[src/rtl/alu_issue.sv]
// alu_issue: registered ALU-control decode and operand-issue stage.
// Decoded fields are mapped to an ALU op code. Operand B is selected on the
// input side. The resulting entry then passes through a two-entry valid/ready
// skid buffer to the ALU. Unsupported encodings are issued as the invalid code
// and flagged. A saturating counter tracks how many of them were handed off.
module alu_issue (
  input  logic        clk,
  input  logic        rst_n,
  input  logic        in_valid,
  output logic        in_ready,
  input  logic [1:0]  alu_ctl,
  input  logic [2:0]  funct3,
  input  logic        funct7_5,
  input  logic        alu_src,
  input  logic [31:0] rs1_data,
  input  logic [31:0] rs2_data,
  input  logic [31:0] imm,
  output logic        out_valid,
  input  logic        out_ready,
  output logic [3:0]  alu_op,
  output logic [31:0] in_a,
  output logic [31:0] in_b,
  output logic        illegal,
  output logic [7:0]  illegal_count
);

  localparam logic [3:0] OP_AND = 4'b0000;
  localparam logic [3:0] OP_OR  = 4'b0001;
  localparam logic [3:0] OP_ADD = 4'b0010;
  localparam logic [3:0] OP_SUB = 4'b0110;
  localparam logic [3:0] OP_INV = 4'b1111;

  typedef enum logic [1:0] {
    EMPTY = 2'd0,
    ONE   = 2'd1,
    FULL  = 2'd2
  } state_t;

  typedef struct packed {
    logic [3:0]  op;
    logic [31:0] a;
    logic [31:0] b;
    logic        ill;
  } entry_t;

  state_t     state;
  entry_t     out_reg;
  entry_t     skid_reg;
  entry_t     dec;
  logic [3:0] dec_op;
  logic       accept;
  logic       handoff;

  // Ready depends only on registered state, never on out_ready; held low in reset.
  assign in_ready = rst_n && (state != FULL);
  assign accept   = in_valid && in_ready;
  assign handoff  = out_valid && out_ready;

  assign alu_op  = out_reg.op;
  assign in_a    = out_reg.a;
  assign in_b    = out_reg.b;
  assign illegal = out_reg.ill;

  // Map the control class and funct fields onto an ALU op code.
  // For I-type, bit 30 is part of the immediate, so it does not select SUB.
  always_comb begin
    dec_op = OP_INV;
    case (alu_ctl)
      2'b00: dec_op = OP_ADD;
      2'b01: dec_op = OP_SUB;
      2'b10: begin
        case (funct3)
          3'b000:  dec_op = funct7_5 ? OP_SUB : OP_ADD;
          3'b111:  dec_op = funct7_5 ? OP_INV : OP_AND;
          3'b110:  dec_op = funct7_5 ? OP_INV : OP_OR;
          default: dec_op = OP_INV;
        endcase
      end
      default: begin
        case (funct3)
          3'b000:  dec_op = OP_ADD;
          3'b111:  dec_op = OP_AND;
          3'b110:  dec_op = OP_OR;
          default: dec_op = OP_INV;
        endcase
      end
    endcase
  end

  // Assemble the candidate entry, including the operand-B selection.
  always_comb begin
    dec     = '0;
    dec.op  = dec_op;
    dec.a   = rs1_data;
    dec.b   = alu_src ? imm : rs2_data;
    dec.ill = (dec_op == OP_INV);
  end

  // Skid-buffer state machine: output register first, skid register only under stall.
  always_ff @(posedge clk) begin
    if (!rst_n) begin
      state     <= EMPTY;
      out_valid <= 1'b0;
      out_reg   <= '0;
      skid_reg  <= '0;
    end else begin
      case (state)
        EMPTY: begin
          if (accept) begin
            out_reg   <= dec;
            out_valid <= 1'b1;
            state     <= ONE;
          end
        end
        ONE: begin
          if (accept && handoff) begin
            out_reg <= dec;
          end else if (accept) begin
            skid_reg <= dec;
            state    <= FULL;
          end else if (handoff) begin
            out_valid <= 1'b0;
            state     <= EMPTY;
          end
        end
        FULL: begin
          if (handoff) begin
            out_reg <= skid_reg;
            state   <= ONE;
          end
        end
        default: begin
          out_valid <= 1'b0;
          state     <= EMPTY;
        end
      endcase
    end
  end

  // Count illegal ops that are actually handed off, saturating at 255.
  always_ff @(posedge clk) begin
    if (!rst_n) begin
      illegal_count <= 8'd0;
    end else if (handoff && out_reg.ill && (illegal_count != 8'hff)) begin
      illegal_count <= illegal_count + 8'd1;
    end
  end

endmodule
[config.mk]
export PLATFORM = sky130hd
export DESIGN_NAME = alu_issue
export DESIGN_NICKNAME = d
export VERILOG_FILES = /design/src/rtl/alu_issue.sv
export SDC_FILE = /design/constraint.sdc
export NUM_CORES = 1
export LEC_CHECK = 0
export CAP_MARGIN = 20
export CORE_UTILIZATION = 46
export DETAILED_ROUTE_END_ITERATION = 6
export PLACE_DENSITY = 0.77
export SETUP_SLACK_MARGIN = 0.3
export SYNTH_ARGS = -nofsm -noshare
export SYNTH_HDL_FRONTEND = slang
export SYNTH_SLANG_ARGS = --single-unit
[constraint.sdc]
create_clock -name clk -period 2.1 [get_ports clk]
set_input_delay 0.21 -clock clk [delete_from_list [all_inputs] [get_ports clk]]
set_output_delay 0.21 -clock clk [all_outputs]
set_load 0.03 [all_outputs]
# Word level (Yosys, flattened, before mapping)
# Cells that the tools add are included.
# classes
add_sub_neg	1
n_mul	0
n_div	0
magnitude_cmp	0
n_eq_ne	16
n_shift	0
mux	22
n_bitwise	2
n_reduce_logical	14
# ops
cell	count
$mux W69	3
$pmux W69 S3	1
$pmux W4 S3	3
$mux W32	1
$ne A2 B2 Y1 const B	7
$mux W2	5
$add A8 B1 Y8 const B	1
$mux W4	2
$ne A8 B8 Y1 const B	1
$reduce_and A4 Y1	2
$eq A3 B3 Y1 const B	2
$logic_and A1 B1 Y1	6
$pmux W2 S3	1
$reduce_and A5 Y1	1
$eq A2 B1 Y1 const B	2
$eq A2 B2 Y1 const B	2
$eq A4 B4 Y1 const B	1
$logic_not A2 Y1	2
$mux W1	4
$logic_not A3 Y1	1
$mux W3	1
$ne A3 B3 Y1 const B	1
$pmux W1 S3	1
$reduce_and A3 Y1	1
other kinds (2)	3
# word_totals
regBits	149
latchBits	0
mem_bits_rw	0
mem_bits_ro	0
in_bits	107
mem_count	0

# Depth between registers and ports, before layout
# Gate-level depths: netlist of run 1.
# logic_depth
word_depth	6
ltp_mapped	7
depth_no_buf	5

# Worst setup path before layout of run 1
# Ideal clock, no wire load.
# synth_timing
path_kind	register to register
startpoint	reg illegal_count[0]
endpoint	reg illegal_count[1]
setup_ns	0.117
arrival_ns	1.520
path_slack_ns	0.463
stages_incl_launch_ff	6
path_buffers	0
period_less_slack_ns	1.637
path_cell_list	dfxtp_1 > ha_1 > nand4_1 > o21ai_2 > mux2i_1 > nor2b_1
# synth_via
elab_chain_len	2
# synth_rtl
item	line	rtl
start, declared	24	output logic [7:0] illegal_count
start signal, assigned	145	illegal_count <= illegal_count + 8'd1;
branches (longest 2 deep; another with $add A8 B1 Y8)	-	
# Parallel ways; which one is timed is not known.
# A chain may end at the register's enable or synchronous reset.

# Worst setup path in the final report of run 1
# layout_timing
startpoint	reg out_reg (netlist bit illegal)
endpoint	out illegal
# layout_lines
item	line	rtl
start, declared	47	entry_t out_reg;
start signal, assigned	128	out_reg <= skid_reg;
end, declared	23	output logic illegal,
# No word-level cell between the ends.

==> summary.md, run 1 <==
| Metric | Value |
|---|---|
| Avg WL per Cell | between 10 and 15 um |
| Share of post-route cells with drive strength above 1 | between 5 and 6% |
| Power share of the sequential group | ~42% |
| Setup CP Type | reg2out |
| Setup-failing EPs final | 0 |
| Starting Density | a little under half |
| CTS clock-pin slew for the worst setup and hold paths | around 0.06 ns |
| Syn Area/Cell | slightly below 9 um2 |
| Slowest-stage cell, CP | clkdlybuf4s50_1 |
| Fin. Hold Viols | 0 |
| Static leakage | ~4.2 nW |
| Detail Route Antenna Nets | 0 |
| Worst vdd ir | ~0.53 mV |
| Die height | 122.7 um |
| Post-Syn Nets | approximately 870 |
| H-Tree Level Count | 4 |
| Fin worst setup slack | between 0.3 and 0.4 ns |
| Leading post-synthesis cells by cell area | dfxtp_1, nand2_1, o211a_1 |
| Gate power share | ~17% |
| Hold Buf Count CTS | 0 |
| Post-synthesis simple-gate area fraction | between 15 and 20% |
| Pwr Density | 791.5 nW/um2 |
| Seq cells post-synth | 149 |
| Die footprint | approximately 15000 um2 |
| TritonCTS clock tree | done |
| Crit end category | output pin |
| Clock power frac | about 41% |
| RSZ-0062 raised after global routing | no |
| Final core occ | 65.41% |
| Worst hold path type | in2reg |
| Initial antenna violation count | 0 |
| Worst path max stage delay | around 0.71 ns |
| Pre-CTS setup slack | about 0.17 ns |
| Net switching fraction of the power | roughly a quarter |
| Status | complete, no violations |
| Ant diodes | 0 |
| Final Critical Period | 1.736 ns |
| Compound-gate portion of the synthesized area | about a quarter |
| Critical Path Fanout Max | 4 |
| Slew Limit Fails | 0 |
| Cell taking the most area after synthesis | dfxtp_1 |
| Synth Area in Adders | less than 1% |
| XOR/XNOR Fraction of Synth Area | 0.3921% |
| Worst path bufs/invs | 1 |
| Die Wd | 122.7 um |
| Max frequency | a little under 600 MHz |
| Synth Flop Type | dfxtp_1 |
| Insertion delay to the later sink of the worst-skew pair | 0.41 ns |
| DP HPWL | 10070 um |
| IO buf count | 185 |
| Sink Count | around 150 |
| Total grt overflow | 0 |
| Hold_ws | around 0.14 ns |
| Top-area cell type share of the netlist area | 44.51% |
| Clock skew | about 0.014 ns |
| Ys Warns | 0 |
| DR vias/cell | 5.311 |
| Setup TNS | 0 ns |
| Seq/Total Area, Yosys | 44.51% |
| Cells after synthesis | about 760 |
| Largest register FFs | 69 |
| Critical Path RT | between 1.5 and 2 ns |
| GRT Util Overall | between 20% and 30% |
| Largest net degree at the start of global routing | approximately 120 |
| Final wirelength | roughly 16000 um |
| Arrival time at the worst endpoint | roughly 1.5 ns |
| Fin crit share | around 83% |
| Core Rows | 43 |
| Initial DRC count | ~320 |
| MaxCap Viol Count | 0 |
| Synthesized cell area | ~6700 um2 |
| Nets | 1020 |
| Number of synthesized flops with an enable pin | 0 |
| Delay-heaviest family, CP | buffers and inverters |
| First-pass DRT Iterations | 4 |
| Power Internal | around 0.0054 W |
| Crit-path cells | clkdlybuf4s50_1 |
| Global-route wire length before repair | between 20000 and 30000 um |
| IO Count | between 150 and 200 |
| Slew HR | 69.87% |
| Slew of the pin with the lowest slew margin | around 0.45 ns |
| Clock tree buffer depth | 2 |
| Largest family of logic cells by synthesized area | compound AO/OA/AOI/OAI gates |
| Distinct cells, synth | 39 |
| DR vias | roughly 6000 |
| Placer Congestion | 0.8081 |
| CTS Buf Count | 17 |
| FFs w/ async S/R, synth | 0% |
| Via count of the first global-routing pass | roughly 5400 |
| Net switching power | 0.001849 W |
| Core ar. | between 10000 and 15000 um2 |
| DR DRC count | 0 |
| CP startpoint kind | flop |
| CTS root buffer | clkbuf_16 |
| Synthesis-to-layout area growth | 37.06% |
| Multiplexer share of the synthesized area | just under 5% |
[routing by layer]
layer / vias to the layer above / share of wire [%] / global-route usage (%)
li1: 2967 / - / -
met1: 2764 / 46 / 27.40
met2: 130 / 48 / 34.94
met3: 8 / 4.9 / 5.483
met4: 0 / 0.94 / 7.317
met5: - / 0 / 0
[worst paths after layout]
kind / startpoint / endpoint / slack [ns] / depth (start not counted)
min: rst_n / skid_reg[6] / 0.14 / 2
max: illegal / illegal / 0.36 / 1
max reg2reg: state[1] / in_a[3] / 0.50 / 5
min reg2reg: in_b[8] / in_b[8] / 0.45 / 2
[cell type report]
class,instances,area [um2]
tap,180,225.2
inverter,2,7.507
sequential,149,2983
multi-input combinational,543,3326
fill,1211,4857
clock buffer,23,478.0
clock inverter,9,101.3
timing repair buffer,199,2064
[per-stage QoR]
stage                     total power, W  area [um2]  std cells
final                           0.007270        9185       1105
after CTS                       0.007353        9171       1105
after global routing            0.007575        9185       1105
after global placement          0.004368        8591       1073
after detailed placement        0.004380        8591       1073
after floorplan                 0.003837        6701        761
[cell usage after synthesis, types with 2 or more instances]
cell	number
a21boi_0	24
a21boi_1	47
a21oi_1	10
and2_1	5
and3_1	2
buf_2	27
buf_4	7
buf_6	13
clkbuf_1	20
dfxtp_1	149
inv_1	2
mux2i_1	33
nand2_1	235
nand2b_1	6
nand3_1	40
nand4_1	6
nor2b_1	2
nor3_1	2
o211a_1	67
o211ai_1	39
o21a_1	2
o21ai_0	4
o31ai_1	2
xnor2_1	2
[cells in the final DEF (no fill, tap or decap), types with 2 or more instances in the layout]
cell,count
a21boi_0,24
o21a_1,2
nand2_1,235
clkbuf_16,17
clkbuf_1,3
dlymetal6s2s_1,4
nand3_1,40
nor3_1,2
and2_1,5
a21oi_1,10
o211ai_1,39
xnor2_1,2
nand2b_1,5
nand4_1,6
clkbuf_8,3
buf_4,6
mux2i_1,33
o211a_1,67
buf_12,8
clkdlybuf4s50_1,178
inv_1,2
a21boi_1,47
bufinv_16,2
clkinv_2,5
o21ai_0,4
dfxtp_1,149
o31ai_1,2
[logic make-up (layout without fill, tap and decap cells)]
group	after synthesis	in the layout
flops	149	149
xor+xnor	3	3
fa+ha+maj	1	1
compound gates	200	200
buf+inv	69	233
mux	33	33
simple gates	306	306
[power by group through the flow]
stage | clock [W] | sequential (W) | combinational, W
2_1_floorplan | 0 | 0.00334 | 0.000501
3_3_place_gp | 0 | 0.00313 | 0.00124
3_5_place_dp | 0 | 0.00313 | 0.00125
4_1_cts | 0.00303 | 0.00308 | 0.00125
5_1_grt | 0.00314 | 0.00309 | 0.00134
6_report | 0.00296 | 0.00307 | 0.00124
[what timing repair did]
action / in CTS / in global routing
resized for setup: 3 / 5
buffers inserted: 0 / 0
setup endpoints to repair: 1 / 6
(Power assumes the default switching activity.)
==> run 2, diff against run 1 <==
CORE_UTILIZATION = 44   (was 46)
clock period = 1.4 ns   (was 2.1 ns; I/O delays follow)
==> summary.md, run 2 (synthesized netlist as in run 1, its figures left out) <==
| Metric | Value |
|---|---|
| Reg2reg start | state[1] (unchanged) |
| Failing checks | design-rule violations, negative setup slack |
| CP startpoint kind | flop (unchanged) |
| Starting Density | 45.59% (was 47.72%) |
| Worst r2r dst | skid_reg[66] (was in_a[3]) |
| Final wirelength | 19900 um (was 15760 um) |
| Largest register FFs | 69 (unchanged) |
| Critical Path Fanout Max | 8 (was 4) |
| Synthesis-to-layout area growth | 60.36% (was 37.06%) |
| Worst hold path type | in2reg (unchanged) |
| DP HPWL | 11130 um (was 10070 um) |
| Die footprint | 15730 um2 (was 15060 um2) |
| DR vias/cell | 5.421 (was 5.311) |
| Detail Route Antenna Nets | 0 (unchanged) |
| Ant diodes | 0 (unchanged) |
| Worst path bufs/invs | 3 (was 1) |
| Sink Count | 149 (unchanged) |
| Core Rows | 44 (was 43) |
| Slew of the pin with the lowest slew margin | 0.4418 ns (was 0.4519 ns) |
| Worst path max stage delay | 0.36 ns (was 0.71 ns) |
| Worst hold endpoint | alu_op[3] (was skid_reg[6]) |
| Status | complete, but fails checks (was complete, no violations) |
| Initial DRC count | 401 (was 319) |
| Pwr Density | 1020 nW/um2 (was 791.5 nW/um2) |
| Slew Limit Fails | 0 (unchanged) |
| MaxCap Viol Count | 0 (unchanged) |
| Delay-heaviest family, CP | buffers and inverters (unchanged) |
| CTS Buf Count | 17 (unchanged) |
| Most common cell after layout, fill and taps aside | nand2_1 (unchanged) |
| Hold_ws | 0.2972 ns (was 0.1446 ns) |
| Clock tree buffer depth | 2 (unchanged) |
| Clock skew | 0.005835 ns (was 0.01427 ns) |
| DR DRC count | 9 (was 0) |
| Fin. Hold Viols | 0 (unchanged) |
| Crit end category | flop (was output pin) |
| Static leakage | 5.038 nW (was 4.205 nW) |
| Fin crit share | 108.1% |
| Tot Pwr | 0.01096 W (was 0.007270 W) |
| Flop-to-flop setup slack | -0.11 ns (was 0.50 ns) |
| Most frequent cells in the layout | nand2_1, dfxtp_1, clkdlybuf4s50_1 (was nand2_1, clkdlybuf4s50_1, dfxtp_1) |
| IO Count | 186 (unchanged) |
| Nets | 1083 (was 1020) |
| Hold depth | 4 (was 2) |
| Die Wd | 125.4 um (was 122.7 um) |
| Crit-path cells | and3b_2 > and3_4 > buf_12 > buf_12 > clkbuf_16 > o211a_1 (was clkdlybuf4s50_1) |
| Largest net degree at the start of global routing | 113 (was 121) |
| Share of post-route cells with drive strength above 1 | 35.53% (was 5.622%) |
| GRT Util Overall | 22.98% (was 21.44%) |
| Worst vdd ir | 0.8679 mV (was 0.5279 mV) |
| Via count of the first global-routing pass | 5902 (was 5414) |
| Final Critical Period | between 1.5 and 2 ns |
| Global-route wire length before repair | 28980 um (was 25420 um) |
| Setup-failing EPs final | 96 (was 0) |
| Arrival time at the worst endpoint | 1.83 ns (was 1.53 ns) |
| FF-to-FF path depth | 6 (was 5) |
| Fin worst setup slack | -0.1140 ns (was 0.3640 ns) |
| RSZ-0062 raised after global routing | yes (was no) |
| DR vias | 6337 (was 5869) |
| Max frequency | ~660 MHz |
| Setup TNS | -4.460 ns (was 0 ns) |
| H-Tree Level Count | 4 (unchanged) |
| Hold path startpoint | rst_n (unchanged) |
| Critical Path RT | 1.72 ns (was 1.89 ns) |
| Most common cell on crit path | buf_12 |
| IO buf count | 185 (unchanged) |
| CTS root buffer | clkbuf_16 (unchanged) |
| Avg WL per Cell | 17.02 um (was 14.26 um) |
| Placer Congestion | 0.8065 (was 0.8081) |
| Initial antenna violation count | 0 (unchanged) |
| First-pass DRT Iterations | 7 (was 4) |
| Slowest-stage cell, CP | dfxtp_4 (was clkdlybuf4s50_1) |
| Slew HR | 70.54% (was 69.87%) |
| TritonCTS clock tree | done (unchanged) |
| Insertion delay to the later sink of the worst-skew pair | 0.43 ns (was 0.41 ns) |
| CTS clock-pin slew for the worst setup and hold paths | 0.06 ns (about the same) |
| Die height | 125.4 um (was 122.7 um) |
| Core ar. | 14700 um2 (was 14040 um2) |
| Filler cells | 1081 (was 1211) |
| Setup CP Type | reg2reg (was reg2out) |
| Total grt overflow | 0 (unchanged) |
[run 2: changes by cell type in the layout (fill, tap and decap cells not counted), moves of 32 or more]
cell / change
clkdlybuf4s50_1: -75
nand2_1: -62
buf_4: +59
buf_6: +50
nand3_1: -37
nand3_2: +36
nand2_4: +32
[run 2: per-layer routing]
layer / track usage [%] / part of all wire (%)
met5: 0 / 0
met4: 7.604 / 1.6
met3: 5.991 / 5.8
met2: 38.88 / 51
met1: 28.40 / 42
[run 2: layout make-up]
| cell class | count | area, um2 | share of cell area (%) |
|---|---|---|---|
| multi-input cells | 543 | 4010 | 37.32 |
| flip-flops and latches | 149 | 3044 | 28.33 |
| repair buffers | 262 | 2947 | 27.42 |
| clock buffers | 23 | 478.0 | 4.448 |
| well taps | 184 | 230.2 | 2.142 |
| clock inverters | 6 | 30.03 | 0.2794 |
| inverters | 2 | 7.507 | 0.06986 |
[run 2: through the flow]
stage	setup WS (ns)	cells	utilization, %	instance area [um2]
2_1_floorplan	0.04954	761	-	7087
4_1_cts	-0.05530	1143	66.27	9741
6_report	-0.1140	1169	73.11	10750
3_3_place_gp	-0.3537	1107	62.83	9235
3_5_place_dp	-0.3748	1107	62.83	9235
5_1_grt	-0.1582	1169	73.11	10750
[run 2: timing repair]
item	CTS	global route
pin swaps	31	81
resized for setup	514	179
setup endpoints to repair	226	193
cloned	0	16
buffers inserted	7	10
hold buffers	0	0
[run 2: worst max-delay path by stage]
stage | start | endpoint | slack (ns) | cells past startpoint
2_1_floorplan | illegal_count[1] | illegal_count[1] | 0.05 | 5
3_3_place_gp | out_ready | in_a[4] | -0.35 | 7
3_5_place_dp | in_valid | in_a[7] | -0.37 | 7
4_1_cts | state[1] | in_ready | -0.06 | 4
5_1_grt | state[1] | skid_reg[16] | -0.16 | 6
6_report | state[1] | skid_reg[66] | -0.11 | 6
[run 2: power by group]
group	switching, W	internal (W)
sequential	0.000163	0.00447
combinational	0.00115	0.00114
clock	0.00168	0.00235
[run 2: worst min-delay path: cells and delay by family]
family	cells	cell delay (ns)
AO/OA/AOI/OAI	2	0.14
buffers and inverters	2	0.41
